### src/rtl/pc_sequencer.sv
// -----------------------------------------------------------------------------
// pc_sequencer
//   Program-counter sequencer for the CPU fetch stage. Each non-stalled cycle
//   it applies one op to pc: hold, increment, absolute jump, signed relative
//   branch, call (push return address onto an internal return-address stack)
//   or return (pop it). Stack overflow and underflow are flagged stickily until
//   err_clr.
//
//   All outputs come straight from registers (ras_full/ras_empty/ras_top are
//   decoded from registered state only), so there is no input-to-output
//   combinational path. There are no handshakes: the controller presents op,
//   and it takes effect at the next posedge unless stall is high.
//
// Ports
//   clk        in   clock, all state updates on posedge
//   rst        in   synchronous active-high reset, overrides everything
//   stall      in   1 = freeze pc and RAS this cycle (err_clr still honoured)
//   op         in   0 HOLD, 1 INC, 2 JUMP, 3 BRANCH, 4 CALL, 5 RET, 6-7 HOLD
//   new_adr    in   absolute target for JUMP and CALL
//   imm        in   two's-complement displacement for BRANCH
//   err_clr    in   clears ras_ovf and ras_unf
//   pc         out  current fetch address
//   ras_top    out  top RAS entry, 0 when empty
//   ras_count  out  number of valid RAS entries
//   ras_full   out  ras_count == RAS_DEPTH
//   ras_empty  out  ras_count == 0
//   ras_ovf    out  sticky: CALL issued while full
//   ras_unf    out  sticky: RET issued while empty
// -----------------------------------------------------------------------------
module pc_sequencer #(
    parameter int                ADDR_W     = 16,
    parameter int                RAS_DEPTH  = 8,
    parameter logic [ADDR_W-1:0] RESET_ADDR = '0
) (
    input  logic                         clk,
    input  logic                         rst,
    input  logic                         stall,
    input  logic [2:0]                   op,
    input  logic [ADDR_W-1:0]            new_adr,
    input  logic [ADDR_W-1:0]            imm,
    input  logic                         err_clr,
    output logic [ADDR_W-1:0]            pc,
    output logic [ADDR_W-1:0]            ras_top,
    output logic [$clog2(RAS_DEPTH):0]   ras_count,
    output logic                         ras_full,
    output logic                         ras_empty,
    output logic                         ras_ovf,
    output logic                         ras_unf
);

    localparam int PTR_W = $clog2(RAS_DEPTH);
    localparam int CNT_W = PTR_W + 1;

    localparam logic [2:0] OP_HOLD   = 3'd0;
    localparam logic [2:0] OP_INC    = 3'd1;
    localparam logic [2:0] OP_JUMP   = 3'd2;
    localparam logic [2:0] OP_BRANCH = 3'd3;
    localparam logic [2:0] OP_CALL   = 3'd4;
    localparam logic [2:0] OP_RET    = 3'd5;

    logic [ADDR_W-1:0] ras_mem [RAS_DEPTH];
    logic [PTR_W-1:0]  ptr;
    logic [PTR_W-1:0]  push_ptr;
    logic [PTR_W-1:0]  pop_ptr;
    logic [ADDR_W-1:0] pc_inc;
    logic [ADDR_W-1:0] pc_branch;
    logic              push_en;

    // RAS_DEPTH is a power of two, so the pointer wraps by natural overflow.
    always_comb begin
        push_ptr  = ptr + PTR_W'(1);
        pop_ptr   = ptr - PTR_W'(1);
        pc_inc    = pc + ADDR_W'(1);
        pc_branch = pc + imm;   // modulo add handles negative imm
        push_en   = !rst && !stall && (op == OP_CALL);
    end

    assign ras_full  = (ras_count == CNT_W'(RAS_DEPTH));
    assign ras_empty = (ras_count == '0);
    // Stale storage is hidden while empty.
    assign ras_top   = ras_empty ? '0 : ras_mem[ptr];

    // Storage has no reset; validity is tracked by ras_count alone. A push
    // when full lands on the oldest entry, which is exactly the one the
    // circular pointer points past.
    always_ff @(posedge clk) begin
        if (push_en) begin
            ras_mem[push_ptr] <= pc_inc;
        end
    end

    always_ff @(posedge clk) begin
        if (rst) begin
            pc        <= RESET_ADDR;
            ptr       <= '0;
            ras_count <= '0;
            ras_ovf   <= 1'b0;
            ras_unf   <= 1'b0;
        end else begin
            // Clear first so that an error raised below in the same cycle wins.
            if (err_clr) begin
                ras_ovf <= 1'b0;
                ras_unf <= 1'b0;
            end
            if (!stall) begin
                case (op)
                    OP_INC:    pc <= pc_inc;
                    OP_JUMP:   pc <= new_adr;
                    OP_BRANCH: pc <= pc_branch;
                    OP_CALL: begin
                        pc  <= new_adr;
                        ptr <= push_ptr;
                        if (ras_full) begin
                            ras_ovf <= 1'b1;
                        end else begin
                            ras_count <= ras_count + CNT_W'(1);
                        end
                    end
                    OP_RET: begin
                        if (ras_empty) begin
                            // Bad return falls through to the next instruction.
                            pc      <= pc_inc;
                            ras_unf <= 1'b1;
                        end else begin
                            pc        <= ras_mem[ptr];
                            ptr       <= pop_ptr;
                            ras_count <= ras_count - CNT_W'(1);
                        end
                    end
                    default: ;   // HOLD and illegal codes 6/7
                endcase
            end
        end
    end

endmodule

### config.mk
export PLATFORM = sky130hd
export DESIGN_NAME = pc_sequencer
export DESIGN_NICKNAME = d
export VERILOG_FILES = /design/src/rtl/pc_sequencer.sv
export SDC_FILE = /design/constraint.sdc
export NUM_CORES = 1
export LEC_CHECK = 0
export ABC_AREA = 1
export BUFFER_PORTS_ARGS = -buffer_cell sky130_fd_sc_hd__buf_2
export CAP_MARGIN = 20
export CORE_ASPECT_RATIO = 0.75
export CORE_MARGIN = 4
export CORE_UTILIZATION = 30
export DETAILED_ROUTE_END_ITERATION = 8
export SLEW_MARGIN = 25
export SYNTH_ARGS = -nofsm -noshare
export SYNTH_HDL_FRONTEND = slang
export SYNTH_SLANG_ARGS = --single-unit
### constraint.sdc
create_clock -name clk -period 3.27 [get_ports clk]
set_clock_uncertainty 0.2 [all_clocks]
set_input_delay 0.4905 -clock clk [delete_from_list [all_inputs] [get_ports clk]]
set_output_delay 0.4905 -clock clk [all_outputs]
set_load 0.1 [all_outputs]
### Word-level counts from Yosys, hierarchy flattened

Memories as Yosys holds them, arrays and structs flattened. A register that Yosys moved wholly into a read port is not among the register bits.
Index checks and enable logic that the tools add are counted.

* add/subtract/negate cells: 6
* multiply operators: 0
* div/mod/pow operators: 0
* magnitude comparators: 0
* equal/unequal tests: 8
* shift operators: 0
* muxes and demuxes: 20
* bitwise operators: 1
* reduce and logical (&&, ||, !) cells: 11

Operators with widths (number)
* $pmux W16 S4: 1
* $mux W16: 2
* $add A16 B1 Y16 const B: 1
* $add A16 B16 Y16: 1
* $mux W1: 10
* $mux W3: 3
* $mux W4: 2
* $pmux W4 S2: 1
* $eq A3 B2 Y1 const B: 2
* $eq A3 B3 Y1 const B: 2
* $pmux W3 S2: 1
* $add A4 B1 Y4 const B: 1
* $eq A4 B4 Y1 const B: 1
* $logic_not A4 Y1: 1
* $ne A2 B2 Y1 const B: 2
* $reduce_and A4 Y1: 1
* $reduce_bool A4 Y1: 1
* $sub A4 B1 Y4 const B: 1
* $add A3 B1 Y3 const B: 1
* $eq A3 B1 Y1 const B: 1
* $reduce_and A3 Y1: 1
* $sub A3 B1 Y3 const B: 1
* $logic_and A1 B1 Y1: 2
* $logic_not A1 Y1: 2
* 4 further kinds: 4

* register bits after elaboration: 25
* latch bits: 0
* RAM bits: 128
* bits in read-only memories: 0
* input port bits: 39
* memories kept: 1

Memories
* ras_mem: words 8, width 16, read ports 1, clocked after memory_dff 1, write ports 1, RTL line 61 `logic [ADDR_W-1:0] ras_mem [RAS_DEPTH];`

### Depth between registers and ports, before layout

* depth in word-level cells: 5
* depth in mapped cells: 13

### Worst setup path after synthesis

No wires, ideal clock.

* kind: register to output
* start point: register ras_count[1]
* end point: output ras_top[10]
* arrival time: 3092 ps
* path slack: -513 ps
* stages on the path, launching flop included: 6
* path buffers: 1
* cell sequence: dfxtp_1 -> inv_1 -> nand2_1 -> nor3_2 -> buf_2 -> nor2_1

* longest elaborated chain between the ends: 2

Ends and longest elaborated chain
* from (decl): RTL line 44 `output logic [$clog2(RAS_DEPTH):0] ras_count,`
* from (signal assigned): RTL line 116 `ras_count <= ras_count + CNT_W'(1);`
* from (signal assigned): RTL line 127 `ras_count <= ras_count - CNT_W'(1);`
* $logic_not A4 Y1: RTL line 79 `assign ras_empty = (ras_count == '0);`
* via ras_empty: RTL line 46 `output logic ras_empty,`
* $mux W16: RTL line 81 `assign ras_top = ras_empty ? '0 : ras_mem[ptr];`
* to (decl): RTL line 43 `output logic [ADDR_W-1:0] ras_top,`

The timed path passes the listed nets, and every way through them passes these cells.

==> results by group <==
Outcome
  • Status: finished clean

Worst setup path
  • Worst-path cell chain: buf_4, o21ai_0, o211ai_1, and3_1, buf_2
  • Crit path DAT: roughly 2.4 ns
  • Crit path kind: flop to output pin
  • Worst path bufs/invs: 2
  • Family with the most delay on the worst path: buffers and inverters
  • Reg2reg start: pc[1]
  • CP Max Fanout: 32
  • Crit start category: flop
  • Critical Path RT: approximately 2.6 ns
  • Slowest CP cell: dfxtp_1
  • Crit. End Element: output pin
  • CP peak stage delay: about 0.53 ns

STA
  • Post-layout min period: between 3 and 4 ns
  • Slew Limit Fails: 0
  • Final WS setup: 0.135 ns
  • Final Hold Viols: 0
  • Period utilisation layout: 0.959
  • RSZ-0062 raised after global routing: no
  • Slew Limit Headroom: 0.466
  • Worst-margin pin slew: about 0.80 ns
  • Peak Freq: approximately 0.32 GHz
  • Finish-stage setup viols: 0

Power and ir drop
  • Combinational share of power: 0.187
  • PwrDens: about 530 nW/um^2
  • Net Sw Frac: 0.315
  • P_leak: just over 4 nW
  • Switching power: 1.60 mW
  • Internal: 3.47 mW
  • Clk pwr share: 0.371
  • Reg power frac: 0.442
  • Worst IR Drop VDD: between 300 and 400 uV

Final layout
  • Fin nets: 1059
  • Fin cells: 1355
  • Core Util, Final: 0.366
  • Area growth syn-to-layout: 18.5%
  • Share of layout cells above drive strength 1: 0.162
  • Diodes inserted: 0
  • Fillers: around 2700

Logic synthesis
  • Synth warn: 0
  • Yosys top cell area share: 0.472
  • Mapped Area: 8140 um^2
  • Syn nets: between 900 and 1000
  • Seq cells post-synth: 156
  • Top cells by area, synth: edfxtp_1 (47%), nand2_1 (8.2%), dfxtp_1 (6.9%)
  • Cell variety after synth: 36
  • Cell taking the most area after synthesis: edfxtp_1
  • Seq/Total Area, Yosys: 0.541
  • Synth Area per Inst: slightly below 9 um^2
  • Cell count after synthesis: between 900 and 1000

Routing
  • Post-route ant nets: 0
  • Via Count: ~6700
  • Post-DR vias/cell: slightly below 5
  • Routed WL per cell: around 17 um
  • Residual DRC: 0
  • Initial DRC Count: approximately 720
  • Drt first pass iters: 5
  • Wirelength, routed: ~23000 um

Global route
  • GRT Resource Usage Total: 0.153
  • First-pass GRT wire length: 35100 um
  • Vias in the first global route: 6170
  • Grt total ovfl: 0
  • Initial antenna violation count: 0
  • Largest net degree at the start of global routing: 65

Floorplan
  • Starting density of the core: 0.309
  • DIE HEIGHT: about 150 um
  • Core area: around 26000 um^2
  • I/O Pins: 79
  • Die Wd: roughly 200 um
  • Die footprint: around 30000 um^2
  • FP Rows: slightly above 50

Placement
  • Pre-CTS setup slack: a little under 0.5 ns
  • Hpwl dp: roughly 16000 um
  • Post-Place Cells: ~1300
  • Routability Congestion: between 0.8 and 0.9
  • IO Port Bufs: between 70 and 80

Clock network
  • Cts bufs inserted: 17
  • CTS H-tree depth: 4
  • CTS Sinks: ~160
  • CTS max path bufs: 2
  • CTS root buf: clkbuf_16
  • Clock Pin Slew Worst Setup and Hold Paths: roughly 0.070 ns
  • CTS tree: built
  • Worst skew pair latency: approximately 0.42 ns

Worst hold path
  • Tightest Hold Check Type: input port to flop
  • Hold path start: err_clr

Job
  • Max-cap violations: 0
-- final timing paths --
| path | endpoint | slack [ns] | cells after the start |
|---|---|---|---|
| setup / recovery | ras_top[2] | 0.14 | 5 |
| hold / removal | ras_unf | 0.14 | 4 |
| setup reg to reg | pc[10] | 0.85 | 9 |
| hold reg to reg | ras_unf | 0.26 | 2 |
-- registers in the layout (all words and copies together), names as in the netlist, named ones only --
name / flops
ras_ovf: 1
ras_count: 4
ras_mem: 128
ras_unf: 1
ptr: 3
pc: 16
-- power groups by stage --
stage                     combinational, mW  clock, mW  sequential [mW]
after floorplan                       0.561          0             2.40
after global placement                0.935          0             2.28
after detailed placement              0.944          0             2.28
after CTS                             0.947       1.90             2.24
after global routing                   1.03       2.00             2.24
final                                 0.950       1.88             2.24
-- area by class of cell --
class                           instances  area [um^2]  share of cell area
Tap cell                              344          430              0.0446
Multi-Input combinational cell        623         3140               0.326
Sequential cell                       156         4410               0.457
Inverter                              104          400              0.0415
Clock inverter                         13          105              0.0109
Timing Repair Buffer                   96          703              0.0729
Clock buffer                           19          454              0.0471
-- worst reg2reg max path, delay by kind of cell, from the launching register on --
| kind | cells | cell delay [ns] |
|---|---|---|
| DFF | 1 | 0.49 |
| xor gates and xnor gates | 1 | 0.56 |
| and+or+nand+nor | 6 | 0.67 |
| buffers and inverters | 1 | 0.20 |
| adders and majority gates | 1 | 0.25 |
-- metal layers --
layer | up-vias | share of wire | GRT usage | wire, um
li1 | 3240 | - | - | -
met1 | 3159 | 0.49 | 0.237 | 11300
met2 | 272 | 0.42 | 0.220 | 9650
met3 | 20 | 0.080 | 0.0315 | 1840
met4 | 0 | 0.0067 | 0.0310 | 153
met5 | - | 0 | 0 | 0
-- kinds of logic after synthesis --
family	after synthesis	synth area share
xor+xnor	14	0.0160
buf+inv	136	0.0744
simple gates	457	0.246
compound gates	130	0.0872
fa+ha+maj	22	0.0357
flops	156	0.541
-- cell usage after synthesis (all sizes together) --
master,count
o21ai,68
xnor2,3
dfxtp,28
a22o,2
nor2,153
inv,104
and2,4
or2,5
o211ai,15
edfxtp,128
ha,20
fa,2
nand4,18
buf,28
a21oi,44
nand3b,13
and3,6
clkbuf,4
xor2,11
nor3,5
o21bai,1
nand2,183
nand3,70
-- timing repair --
| action | 4_1_cts | 5_1_grt |
|---|---|---|
| hold buffers | 0 | 0 |
| setup endpoints to repair | 0 | 14 |
| resized for setup | 0 | 1 |
| setup buffers | 0 | 0 |
-- per-stage QoR --
| step | area [um^2] | power, mW | hold WS, ns | TNS [ns] |
|---|---|---|---|---|
| 2_1_floorplan | 8150 | 2.96 | 0.263 | -0.661 |
| 3_3_place_gp | 9080 | 3.22 | 0.255 | 0 |
| 3_5_place_dp | 9080 | 3.23 | 0.254 | 0 |
| 4_1_cts | 9640 | 5.09 | 0.133 | 0 |
| 5_1_grt | 9640 | 5.27 | 0.162 | 0 |
| 6_report | 9640 | 5.07 | 0.139 | 0 |
-- cells in the final DEF (no fill, tap or decap), types with 10 or more instances in the layout --
cell	instances
nor2_1	139
o21ai_0	65
nand4_1	18
edfxtp_1	128
a21oi_1	44
xor2_1	10
nand3b_1	13
o211ai_1	15
nand3_1	69
buf_2	67
nor2_2	12
clkbuf_16	18
dfxtp_1	27
buf_12	12
ha_1	20
inv_1	96
buf_4	17
nand2_1	178
No activity file was read; power rests on OpenSTA's default activity.
